$ cat config.mk
export PLATFORM = sky130hd
export DESIGN_NAME = rec_read_seq_flat
export DESIGN_NICKNAME = d
export VERILOG_FILES = /design/src/rtl/rec_read_seq_pkg.sv /design/src/rtl/rec_read_seq_if.sv /design/src/rtl/rec_read_seq.sv /design/src/flat_wrapper.sv
export SDC_FILE = /design/constraint.sdc
export NUM_CORES = 1
export LEC_CHECK = 0
export CORE_ASPECT_RATIO = 0.8
export CORE_UTILIZATION = 49
export CTS_BUF_LIST = sky130_fd_sc_hd__clkbuf_2 sky130_fd_sc_hd__clkbuf_4 sky130_fd_sc_hd__clkbuf_8
export DETAILED_ROUTE_END_ITERATION = 10
export GPL_TIMING_DRIVEN = 0
export PLACE_DENSITY = 0.78
export RECOVER_POWER = 25
export SYNTH_ARGS = -nofsm -noshare
export SYNTH_HDL_FRONTEND = slang
export SYNTH_SLANG_ARGS = --single-unit
$ cat constraint.sdc
create_clock -name clk -period 1.65 [get_ports clk]
set_clock_uncertainty 0.05 [all_clocks]
set_input_delay 0.33 -clock clk [delete_from_list [all_inputs] [get_ports clk]]
set_output_delay 0.33 -clock clk [all_outputs]
set_load 0.1 [all_outputs]
$ cat src/rtl/rec_read_seq_pkg.sv
// Shared definitions for the CAN receive-register read sequencer: state
// encoding, read-address table and default hold timeout.
package rec_read_seq_pkg;

    typedef enum logic [2:0] {
        ST_IDLE  = 3'd0,
        ST_RD    = 3'd1,
        ST_DRAIN = 3'd2,
        ST_HOLD  = 3'd3,
        ST_CLR   = 3'd4,
        ST_GAP   = 3'd5
    } state_t;

    localparam int IDX_W  = 3;
    localparam int RD_LEN = 5;
    localparam logic [IDX_W-1:0] RD_LAST = 3'd4;
    localparam logic [15:0] HOLD_TIMEOUT_DEFAULT = 16'd1000;

    // Receive registers are fetched highest address first.
    localparam logic [4:0] RD_ADDR_TABLE [RD_LEN] = '{5'h5, 5'h3, 5'h2, 5'h1, 5'h0};

    function automatic logic [4:0] rd_addr(input logic [IDX_W-1:0] idx);
        return RD_ADDR_TABLE[idx];
    endfunction

endpackage

$ cat src/rtl/rec_read_seq_if.sv
// Handshake bundle between the read sequencer and its CAN controller,
// receive buffer and downstream message consumer.
interface rec_read_seq_if;
    logic        irq_rec;
    logic [4:0]  bus_sel;
    logic [4:0]  reg_addr;
    logic        reg_rd;
    logic [4:0]  buf_addr;
    logic        buffer_en;
    logic [4:0]  can_rec_select;
    logic        msg_valid;
    logic        msg_ready;
    logic        irq_clr;
    logic        timeout_err;
    logic [15:0] msg_count;

    modport master (
        input  irq_rec, bus_sel, msg_ready,
        output reg_addr, reg_rd, buf_addr, buffer_en, can_rec_select,
               msg_valid, irq_clr, timeout_err, msg_count
    );

    modport slave (
        output irq_rec, bus_sel, msg_ready,
        input  reg_addr, reg_rd, buf_addr, buffer_en, can_rec_select,
               msg_valid, irq_clr, timeout_err, msg_count
    );
endinterface

$ cat src/rtl/rec_read_seq.sv
// Reads the five receive registers of the selected CAN controller on an
// interrupt, offers the message downstream, then clears the interrupt.
module rec_read_seq
    import rec_read_seq_pkg::*;
#(
    parameter logic [15:0] HOLD_TIMEOUT = HOLD_TIMEOUT_DEFAULT
) (
    input  logic clk,
    input  logic rst,
    rec_read_seq_if.master bus
);

    state_t           state_reg;
    logic [IDX_W-1:0] idx_reg;
    logic [15:0]      hold_cnt_reg;
    logic [4:0]       reg_addr_reg;
    logic             reg_rd_reg;
    logic [4:0]       buf_addr_reg;
    logic             buffer_en_reg;
    logic [4:0]       sel_reg;
    logic             msg_valid_reg;
    logic             irq_clr_reg;
    logic [15:0]      msg_count_reg;

    always_ff @(posedge clk) begin
        if (rst) begin
            state_reg     <= ST_IDLE;
            idx_reg       <= '0;
            hold_cnt_reg  <= '0;
            reg_addr_reg  <= '0;
            reg_rd_reg    <= 1'b0;
            buf_addr_reg  <= '0;
            buffer_en_reg <= 1'b0;
            sel_reg       <= '0;
            msg_valid_reg <= 1'b0;
            irq_clr_reg   <= 1'b0;
            msg_count_reg <= '0;
        end else begin
            // Controller returns data one cycle after the strobe; the buffer
            // controls follow the read controls with the same delay.
            buf_addr_reg  <= reg_addr_reg;
            buffer_en_reg <= reg_rd_reg;
            irq_clr_reg   <= 1'b0;
            case (state_reg)
                ST_IDLE: begin
                    if (bus.irq_rec) begin
                        state_reg    <= ST_RD;
                        idx_reg      <= '0;
                        sel_reg      <= bus.bus_sel;
                        reg_addr_reg <= rd_addr('0);
                        reg_rd_reg   <= 1'b1;
                    end
                end
                ST_RD: begin
                    if (idx_reg == RD_LAST) begin
                        state_reg    <= ST_DRAIN;
                        reg_addr_reg <= '0;
                        reg_rd_reg   <= 1'b0;
                    end else begin
                        idx_reg      <= idx_reg + 3'd1;
                        reg_addr_reg <= rd_addr(idx_reg + 3'd1);
                    end
                end
                ST_DRAIN: begin
                    state_reg     <= ST_HOLD;
                    hold_cnt_reg  <= '0;
                    msg_valid_reg <= 1'b1;
                end
                ST_HOLD: begin
                    // Acceptance is checked first so a late msg_ready still wins.
                    if (bus.msg_ready) begin
                        state_reg     <= ST_CLR;
                        msg_valid_reg <= 1'b0;
                        irq_clr_reg   <= 1'b1;
                        msg_count_reg <= msg_count_reg + 16'd1;
                    end else if (hold_cnt_reg == HOLD_TIMEOUT - 16'd1) begin
                        state_reg     <= ST_CLR;
                        msg_valid_reg <= 1'b0;
                        irq_clr_reg   <= 1'b1;
                    end else begin
                        hold_cnt_reg  <= hold_cnt_reg + 16'd1;
                    end
                end
                ST_CLR: state_reg <= ST_GAP;
                ST_GAP: state_reg <= ST_IDLE;
                default: state_reg <= ST_IDLE;
            endcase
        end
    end

    assign bus.reg_addr       = reg_addr_reg;
    assign bus.reg_rd         = reg_rd_reg;
    assign bus.buf_addr       = buf_addr_reg;
    assign bus.buffer_en      = buffer_en_reg;
    assign bus.can_rec_select = sel_reg;
    assign bus.msg_valid      = msg_valid_reg;
    assign bus.irq_clr        = irq_clr_reg;
    assign bus.msg_count      = msg_count_reg;

    // Flags the drop in the last HOLD cycle itself, so irq_clr follows it.
    assign bus.timeout_err = msg_valid_reg && !bus.msg_ready &&
                             (hold_cnt_reg == HOLD_TIMEOUT - 16'd1);

endmodule

$ cat src/flat_wrapper.sv
// flat-port wrapper written by rule: the top's interface ports become plain ports
module rec_read_seq_flat import rec_read_seq_pkg::*;
#(
    parameter logic [15:0] HOLD_TIMEOUT = HOLD_TIMEOUT_DEFAULT
)
  (clk, rst, bus_irq_rec, bus_bus_sel, bus_msg_ready, bus_reg_addr, bus_reg_rd, bus_buf_addr, bus_buffer_en, bus_can_rec_select, bus_msg_valid, bus_irq_clr, bus_timeout_err, bus_msg_count);
  rec_read_seq_if bus_i ();
  input  logic clk;
  input  logic rst;
  input wire logic [$bits(bus_i.irq_rec)-1:0] bus_irq_rec;
  input wire logic [$bits(bus_i.bus_sel)-1:0] bus_bus_sel;
  input wire logic [$bits(bus_i.msg_ready)-1:0] bus_msg_ready;
  output wire logic [$bits(bus_i.reg_addr)-1:0] bus_reg_addr;
  output wire logic [$bits(bus_i.reg_rd)-1:0] bus_reg_rd;
  output wire logic [$bits(bus_i.buf_addr)-1:0] bus_buf_addr;
  output wire logic [$bits(bus_i.buffer_en)-1:0] bus_buffer_en;
  output wire logic [$bits(bus_i.can_rec_select)-1:0] bus_can_rec_select;
  output wire logic [$bits(bus_i.msg_valid)-1:0] bus_msg_valid;
  output wire logic [$bits(bus_i.irq_clr)-1:0] bus_irq_clr;
  output wire logic [$bits(bus_i.timeout_err)-1:0] bus_timeout_err;
  output wire logic [$bits(bus_i.msg_count)-1:0] bus_msg_count;
  assign bus_i.irq_rec = bus_irq_rec;
  assign bus_i.bus_sel = bus_bus_sel;
  assign bus_i.msg_ready = bus_msg_ready;
  assign bus_reg_addr = bus_i.reg_addr;
  assign bus_reg_rd = bus_i.reg_rd;
  assign bus_buf_addr = bus_i.buf_addr;
  assign bus_buffer_en = bus_i.buffer_en;
  assign bus_can_rec_select = bus_i.can_rec_select;
  assign bus_msg_valid = bus_i.msg_valid;
  assign bus_irq_clr = bus_i.irq_clr;
  assign bus_timeout_err = bus_i.timeout_err;
  assign bus_msg_count = bus_i.msg_count;
  rec_read_seq #(.HOLD_TIMEOUT(HOLD_TIMEOUT)) u_core (.clk(clk), .rst(rst), .bus(bus_i));
endmodule
Word level (Yosys, flattened, before mapping)
Memory sizes are Yosys's and may differ from the RTL's.
Cells that the tools add are included.
- flip-flop bits (word level): 57
- ROM bits: 40
- input port bits: 9
- output and inout bits: 36
- word-level logic and storage cells: 69
- memories: 1
- add/sub/neg operators: 3
- magnitude comparators: 1
- eq/ne operators: 12
- multiplexer cells: 24
- bitwise operators: 2
- reduce and logical (&&, ||, !) cells: 15
- memories (name ; words ; width ; rd ports ; clocked after memory_dff ; write ports ; line ; text):
    (name not given) ; 8 ; 5 ; 1 ; 0 ; 0 ; rec_read_seq_pkg.sv:23 ; return RD_ADDR_TABLE[idx];
- operator list (cell ; number):
    16-bit by 1-bit adder with 16-bit output (second input constant) ; 2
    16-bit 2-to-1 mux ; 2
    16-bit one-hot mux with 2 select lines ; 1
    5-bit 2-to-1 mux ; 4
    3-bit 2-to-1 mux ; 6
    16-bit by 10-bit == test with 1-bit output (second input constant) ; 1
    3-bit one-hot mux with 5 select lines ; 1
    3-bit AND reduction ; 4
    5-bit one-hot mux with 2 select lines ; 1
    2-bit != test (second input constant) ; 4
    2-bit AND reduction ; 4
    3-bit by 2-bit == test with 1-bit output (second input constant) ; 2
    3-bit == test (second input constant) ; 2
    1-bit 2-to-1 mux ; 6
    3-bit one-hot mux with 2 select lines ; 1
    4-bit >= comparator (second input constant) ; 1
    3-bit inverter with 4-bit output ; 1
    1-bit one-hot mux with 2 select lines ; 2
    2-bit nonzero test ; 2
    3-bit by 1-bit adder with 3-bit output (second input constant) ; 1
    3-bit by 1-bit == test with 1-bit output (second input constant) ; 1
    3-bit zero test ; 1
    3-bit by 2-bit != test with 1-bit output (second input constant) ; 1
    1-bit logical AND ; 2
    4 further kinds ; 4

Logic depth before layout (Yosys ltp)
Gate-level depths: netlist of the first run.
- word-level depth: 7
- mapped depth: 6

Worst setup path after synthesis of the first run
Ideal clock, no wire load.
- path type: reg2out
- from: register u_core.msg_valid_reg, in the netlist u_core.bus.msg_valid
- to: output bus_timeout_err
- arrival: 3.253 ns
- required time: 1.270 ns
- setup slack: -1.983 ns
- cell stages (with the launch flop): 2
- buffers on the path: 0
- cell sequence: dfxtp_1 > nor3b_1
- word-level cells in the longest chain between the ends: 2
- RTL lines (item ; line ; text):
    start: declaration ; rec_read_seq.sv:21 ; logic msg_valid_reg;
    start signal: assignment ; rec_read_seq.sv:35 ; msg_valid_reg <= 1'b0;
    start signal: assignment ; rec_read_seq.sv:67 ; msg_valid_reg <= 1'b1;
    start signal: assignment ; rec_read_seq.sv:73 ; msg_valid_reg <= 1'b0;
    1-bit logical AND (2 in series) ; rec_read_seq.sv:101 ; assign bus.timeout_err = msg_valid_reg && !bus.msg_ready &&
    end: declaration ; flat_wrapper.sv:20 ; output wire logic [$bits(bus_i.timeout_err)-1:0] bus_timeout_err;
No other way between the ends.

Worst setup path after layout of the first run
- from: register u_core.hold_cnt_reg[15]
- to: output bus_timeout_err
- word-level cells in the longest chain between the ends: 2
- RTL lines (item ; line ; text):
    start: declaration ; rec_read_seq.sv:15 ; logic [15:0] hold_cnt_reg;
    start signal: assignment ; rec_read_seq.sv:81 ; hold_cnt_reg <= hold_cnt_reg + 16'd1;
    16-bit by 10-bit == test with 1-bit output ; rec_read_seq.sv:102 ; (hold_cnt_reg == HOLD_TIMEOUT - 16'd1);
    1-bit logical AND ; rec_read_seq.sv:101 ;
No other way between the ends.

==> results.yml, run 1 <==
clocking:
  cts_made_buffers: 5
  cts_root_buf: "clkbuf_8"
  clockBufferDepth: 2
  clkLatencyLatePin_ns: 0.32
  htree_levels: 2
  clock_sinks: 53
  clk_pin_slew_ns: 0.10
  tritoncts: "built"
die:
  rows: 23
  dieArea_mm2: 0.00567
  io_pins: 45
  die_x_um: 84.0
  start_util: 0.517
  core_mm2: 0.00509
  die-height_um: 67.6
final_layout:
  diodes: 0
  finalInstanceArea_mm2: 0.00362
  drive_gt1_frac: 0.348
  syn2layout_area_growth_pct: 37.5
  fin_nets: 399
  fillers: 398
routing:
  routedWlPerCell_um: 15.8
  avgViaCountPerCell: 6.08
  routed_wl_um: 7060
  firstDrtPassIters: 8
  num_vias: 2717
  drt_iter0_markers: 205
  drcViolationCount: 7
  postRouteAntennaNets: 0
synth:
  synthArstFlopShare: 0
  syn-instance-count: 318
  yosysTopAreaCellShare: 0.403
  synth_ff_type: "dfxtp_1"
  yosysUniqueCellTypes: 49
  synth_edf_count: 0
  syn_area_mm2: 0.00263
  synth_most_common_cell: "dfxtp_1"
  seq_area_frac_synth: 0.403
  syn_area_per_cell_um2: 8.28
  yosys-top-cells-area: "dfxtp_1 (40%), nand2_1 (3.8%), a21oi_1 (3.4%), nor2_1 (3.4%), nand3_1 (3.2%)"
  synth_common_cells: "dfxtp_1 (53), nand2_1 (27), nor2_1 (24), a21oi_1 (18), nand3_1 (17)"
  yosys_warnings: 0
  synth_largest_area_cell: "dfxtp_1"
  synth-seq-cells: 53
global_routing:
  grt_pass1_vias: 2256
  track_usage: 0.246
  antenna_found_initial: 0
  grt_max_degree: 18
  gr-total-overflow: 0
  grt_pass1_wl_um: 10900
setup_path:
  crit_buf_inv: 1
  start_kind: "flip-flop"
  worstReg2RegEnd: "u_core.hold_cnt_reg[5]$_SDFFE_PP0P_"
  r2r_start: "u_core.hold_cnt_reg[1]$_SDFFE_PP0P_"
  ff2ff_path_depth: 7
  critPathMaxFanout: 5
  cpMaxStageDelayCell: "dfxtp_1"
  path_class: "reg2out"
  required_ns: 1.27
  arrival_ns: 1.68
  reg2reg_slack_ns: -0.12
  critPathTopFamily: "simple AND/OR/NAND/NOR gates"
  critPathMaxStageDelay_ns: 0.39
  crit_path_end_kind: "output port"
  path_cells: "nor4_4 > nand4_1 > nor3b_4 > buf_12"
power:
  p_leak_nw: 1.38
  p_per_area_mw_per_mm2: 721
  peakVddDrop_v: 0.000553
timing:
  maxSlewViolCount: 0
  worst_slew_pin_slew_ns: 0.547
  setup_slack_ns: -0.406
  grt_setup_unrepaired: "yes"
  finalHoldViolCount: 0
  setup_tns_ns: -5.25
  finalCritPeriodShare: 1.25
  max_freq_ghz: 0.486
  setup_viol: 49
  period_minus_slack_ns: 2.06
  slew_headroom: 0.637
  hold_slack_ns: 0.436
placed_design:
  io_buffer_count: 40
  gp_congestion: 0.908
  place_hpwl_um: 4570
  post_dp_cell_area_mm2: 0.00325
hold_path:
  min_delay_worst_endpoint: "u_core.bus.buf_addr[0]$_SDFF_PP0_"
  hp-class: "reg2reg"
  min_from: "u_core.bus.reg_addr[0]$_SDFFE_PP0P_"
  hold_depth: 1
outcome:
  violations: "DRC, setup timing"
  status: "complete, but fails checks"
job:
  cap_violations: 0
how the worst max path moves through the flow:
stage,startpoint,end,slack (ns),cells after the start
detailed placement,bus_msg_ready,bus_timeout_err,-1.10,4
global route,u_core.hold_cnt_reg[3]$_SDFFE_PP0P_,bus_timeout_err,-0.47,4
global placement,bus_msg_ready,bus_timeout_err,-1.09,4
CTS,u_core.hold_cnt_reg[0]$_SDFFE_PP0P_,bus_timeout_err,-0.37,5
finish,u_core.hold_cnt_reg[15]$_SDFFE_PP0P_,bus_timeout_err,-0.41,4
floorplan,u_core.hold_cnt_reg[1]$_SDFFE_PP0P_,bus_timeout_err,-0.46,4
placed cells by master (no fill, tap or decap), types with 4 or more instances in the layout:
cell type,Yosys,routed
a21oi_1,18,16
a31oi_1,10,10
and3_1,5,5
buf_2,8,15
buf_4,5,22
buf_6,0,6
clkbuf_2,0,8
clkbuf_8,0,5
clkdlybuf4s15_2,0,11
clkdlybuf4s18_2,0,5
clkdlybuf4s50_1,0,6
conb_1,1,4
dfxtp_1,53,24
dfxtp_2,0,14
dfxtp_4,0,15
ha_1,6,4
inv_1,12,12
mux2i_1,7,7
nand2_1,27,26
nand2b_1,5,5
nand3_1,17,15
nand4_1,12,12
nor2_1,24,24
nor2b_1,6,5
nor3_1,14,11
o211ai_1,9,9
o21ai_0,8,6
o21ai_1,2,4
o31ai_1,5,4
or3_1,4,4
xor2_1,6,6
routing by layer:
| metal | share of wire | track usage | wire length (um) |
|---|---|---|---|
| met5 | 0 | 0 | 0 |
| met2 | 0.45 | 0.383 | 3170 |
| met4 | 0.019 | 0.0841 | 131 |
| met3 | 0.071 | 0.0513 | 503 |
| met1 | 0.46 | 0.342 | 3260 |
cell type report:
class | count | area [um^2] | area share
buffer | 20 | 140 | 0.0387
clock buffer | 5 | 68.8 | 0.0190
clock inverter | 3 | 46.3 | 0.0128
inverter | 12 | 45.0 | 0.0124
multi-input combinational | 233 | 1610 | 0.445
sequential | 53 | 1130 | 0.314
tap | 62 | 77.6 | 0.0214
timing repair buffer | 59 | 495 | 0.137
cell families (layout without fill, tap and decap cells):
group | count (synthesis) | count (layout) | share of synthesized area
compound gates | 66 | 66 | 0.162
xor+xnor | 9 | 9 | 0.0299
fa+ha+maj | 6 | 6 | 0.0285
buf+inv | 35 | 99 | 0.0608
flops | 53 | 53 | 0.403
mux | 7 | 7 | 0.0266
other cells | 1 | 4 | 0.00142
simple gates | 141 | 141 | 0.288
report_power, final:
part	switching [mW]	internal [mW]	total [mW]
clock	0.455	0.454	0.909
sequential	0.0194	1.28	1.30
combinational	0.297	0.103	0.399
per-stage QoR:
step	instances	total power, mW	setup WS, ns	utilization
3_3_place_gp	423	1.72	-1.09	0.638
5_1_grt	447	2.70	-0.470	0.711
4_1_cts	436	2.63	-0.374	0.695
2_1_floorplan	321	1.63	-0.461	-
3_5_place_dp	423	1.72	-1.10	0.638
6_report	447	2.61	-0.406	0.711
timing repair:
action                                  4_1_cts  5_1_grt
cloned                                        0        2
setup buffers                                 5       12
endpoints found under the setup margin       79       49
hold buffers                                  0        0
pin swaps                                     5       10
gates resized for setup                     145       54
Note: power is estimated with default switching activity, not from simulation.
==> run 2: changes to the inputs <==
--- a/config.mk
+++ b/config.mk
@@ -9,6 +9,7 @@
 export CORE_UTILIZATION = 49
 export CTS_BUF_LIST = sky130_fd_sc_hd__clkbuf_2 sky130_fd_sc_hd__clkbuf_4 sky130_fd_sc_hd__clkbuf_8
 export DETAILED_ROUTE_END_ITERATION = 10
+export GPL_ROUTABILITY_DRIVEN = 0
 export GPL_TIMING_DRIVEN = 0
 export PLACE_DENSITY = 0.78
 export RECOVER_POWER = 25
==> results of run 2 <==
Same layout as run 1: the final DEF is identical, and so are final timing and power.
==> run 3: changes to the inputs <==
--- a/config.mk
+++ b/config.mk
@@ -16,3 +16,4 @@
 export SYNTH_ARGS = -nofsm -noshare
 export SYNTH_HDL_FRONTEND = slang
 export SYNTH_SLANG_ARGS = --single-unit
+export TNS_END_PERCENT = 20
==> constraint.sdc (replaced) <==
create_clock -name clk -period 1.7 [get_ports clk]
set_clock_uncertainty 0.05 [all_clocks]
set_input_delay 0.34 -clock clk [delete_from_list [all_inputs] [get_ports clk]]
set_output_delay 0.34 -clock clk [all_outputs]
set_load 0.1 [all_outputs]
==> run 3 against run 2 <==
Against the previous run:
- sequential power is essentially flat
- final area decreased by 3.0%
- non-clock buffer count shrank 12
- sequential cell count did not move
- the flow still finishes with violations (DRC, setup timing)
==> results.yml, run 3 (synthesized netlist as in run 1, its figures left out) <==
outcome:
  status: "complete, but fails checks"
  violations: "DRC, setup timing"
die:
  dieArea_mm2: 0.00567
  rows: 23
  die-height_um: 67.6
  core_mm2: 0.00509
  die_x_um: 84.0
  start_util: 0.517
  io_pins: 45
routing:
  avgViaCountPerCell: 5.84
  postRouteAntennaNets: 0
  drt_iter0_markers: 186
  firstDrtPassIters: 8
  routed_wl_um: 6400
  drcViolationCount: 7
  num_vias: 2542
  routedWlPerCell_um: 14.7
final_layout:
  multi_input_area_mm2: 0.00154
  fillers: 415
  drive_gt1_frac: 0.295
  diodes: 0
  fin_nets: 387
  syn2layout_area_growth_pct: 33.3
  mostFrequentLayoutCell: "clkdlybuf4s15_2"
  layout_common_cells: "clkdlybuf4s15_2 (31), dfxtp_1 (27), nand2_1 (26), nor2_1 (24), a21oi_1 (17)"
  layout.area.seq_mm2: 0.00113
setup_path:
  arrival_ns: 1.62
  path_cells: "and4b_2 > nand4_1 > nor3b_4 > buf_12"
  critPathTopFamily: "simple AND/OR/NAND/NOR gates"
  critPathMaxStageDelay_ns: 0.37
  r2r_start: "u_core.hold_cnt_reg[10]$_SDFFE_PP0P_"
  reg2reg_slack_ns: -0.11
  crit_buf_inv: 1
  ff2ff_path_depth: 6
  critPathMaxFanout: 6
  worstReg2RegEnd: "u_core.hold_cnt_reg[5]$_SDFFE_PP0P_"
  crit_path_end_kind: "output port"
  path_class: "reg2out"
  required_ns: 1.31
  cpMaxStageDelayCell: "dfxtp_1"
  start_kind: "flip-flop"
placed_design:
  pre_cts_ws_ns: -1.03
  place_hpwl_um: 4360
  io_buffer_count: 40
clocking:
  clock_sinks: 53
  tritoncts: "built"
  cts_made_buffers: 5
  cts_root_buf: "clkbuf_8"
  htree_levels: 2
  clkLatencyLatePin_ns: 0.31
  cts_hold_buf: 0
  clockBufferDepth: 2
  clk_pin_slew_ns: 0.11
power:
  netSwitchingPower_mw: 0.711
  p_per_area_mw_per_mm2: 678
  internal_power_mw: 1.67
  finalPower_mw: 2.38
  switching_share: 0.299
  p_leak_nw: 1.26
  comb_power_share: 0.159
  p_seq_frac: 0.532
  p_clk_frac: 0.309
  peakVddDrop_v: 0.000352
timing:
  setup_tns_ns: -1.41
  finalHoldViolCount: 0
  period_minus_slack_ns: 2.01
  max_freq_ghz: 0.498
  setup_slack_ns: -0.308
  grt_setup_unrepaired: "yes"
  slew_headroom: 0.634
  setup_viol: 19
  maxSlewViolCount: 0
  worst_slew_pin_slew_ns: 0.552
  finalCritPeriodShare: 1.18
global_routing:
  gr-total-overflow: 0
  track_usage: 0.227
  grt_pass1_vias: 2146
  grt_max_degree: 16
  antenna_found_initial: 0
  grt_pass1_wl_um: 10200
job:
  cap_violations: 0
hold_path:
  min_from: "u_core.bus.reg_addr[0]$_SDFFE_PP0P_"
  hold_depth: 1
  min_delay_worst_endpoint: "u_core.bus.buf_addr[0]$_SDFF_PP0_"
  hp-class: "reg2reg"
run 3: changes by cell type in the layout (fill, tap and decap cells not counted), moves of 2 or more:
cell | previous run | this run
buf_4 | 22 | 12
dfxtp_1 | 24 | 27
dfxtp_4 | 15 | 13
o21ai_0 | 6 | 8
nor4_4 | 3 | 1
clkdlybuf4s15_2 | 11 | 31
buf_6 | 6 | 3
buf_2 | 15 | 3
clkdlybuf4s18_2 | 5 | 0
o21ai_1 | 4 | 2
run 3: power by group through the flow:
stage	registers (mW)	logic (mW)	clock network, mW
3_5_place_dp	1.30	0.376	0
4_1_cts	1.27	0.371	0.747
5_1_grt	1.27	0.395	0.811
2_1_floorplan	1.45	0.137	0
3_3_place_gp	1.29	0.374	0
6_report	1.27	0.379	0.736
run 3: worst register-to-register path: cells and delay by family (launching register included):
kind | cells | cell delay [ns]
buffers and inverters | 2 | 0.35
flip-flops | 1 | 0.30
AO/OA/AOI/OAI | 2 | 0.27
AND/OR/NAND/NOR | 2 | 0.77
run 3: area by class of cell:
| class | instances | area share |
|---|---|---|
| clock inverters | 1 | 0.00178 |
| inverters | 12 | 0.0128 |
| well taps | 62 | 0.0221 |
| clock buffers | 7 | 0.0239 |
| multi-input cells | 233 | 0.439 |
| flip-flops and latches | 53 | 0.321 |
| repair buffers | 45 | 0.138 |
| plain buffers | 22 | 0.0410 |
run 3: routing by layer:
metal / wire, um / GRT usage
met4: 57 / 0.0582
met5: 0 / 0
met3: 352 / 0.0416
met2: 2840 / 0.344
met1: 3150 / 0.331
run 3: worst max path at each step:
| stage | end | start | cells after the start |
|---|---|---|---|
| 2_1_floorplan | bus_timeout_err | u_core.hold_cnt_reg[1]$_SDFFE_PP0P_ | 4 |
| 3_3_place_gp | bus_timeout_err | bus_msg_ready | 4 |
| 3_5_place_dp | bus_timeout_err | bus_msg_ready | 4 |
| 4_1_cts | bus_timeout_err | u_core.hold_cnt_reg[0]$_SDFFE_PP0P_ | 5 |
| 5_1_grt | bus_timeout_err | u_core.hold_cnt_reg[3]$_SDFFE_PP0P_ | 4 |
| 6_report | bus_timeout_err | u_core.hold_cnt_reg[3]$_SDFFE_PP0P_ | 4 |
run 3: what timing repair did:
item                       in CTS  in global routing
gates resized for setup       120                 28
gates cloned                    0                  0
buffers inserted                5                  0
hold endpoints to repair        0                  0
setup endpoints to repair      65                 45
pin swaps                       5                  1
run 3: per-stage QoR:
step           std cells  hold slack (ns)   util  area [um^2]
4_1_cts              435            0.433  0.680         3460
3_3_place_gp         423            0.414  0.636         3240
3_5_place_dp         423            0.425  0.636         3240
6_report             435            0.423  0.689         3510
2_1_floorplan        321            0.413      -         2760
5_1_grt              435            0.460  0.689         3510
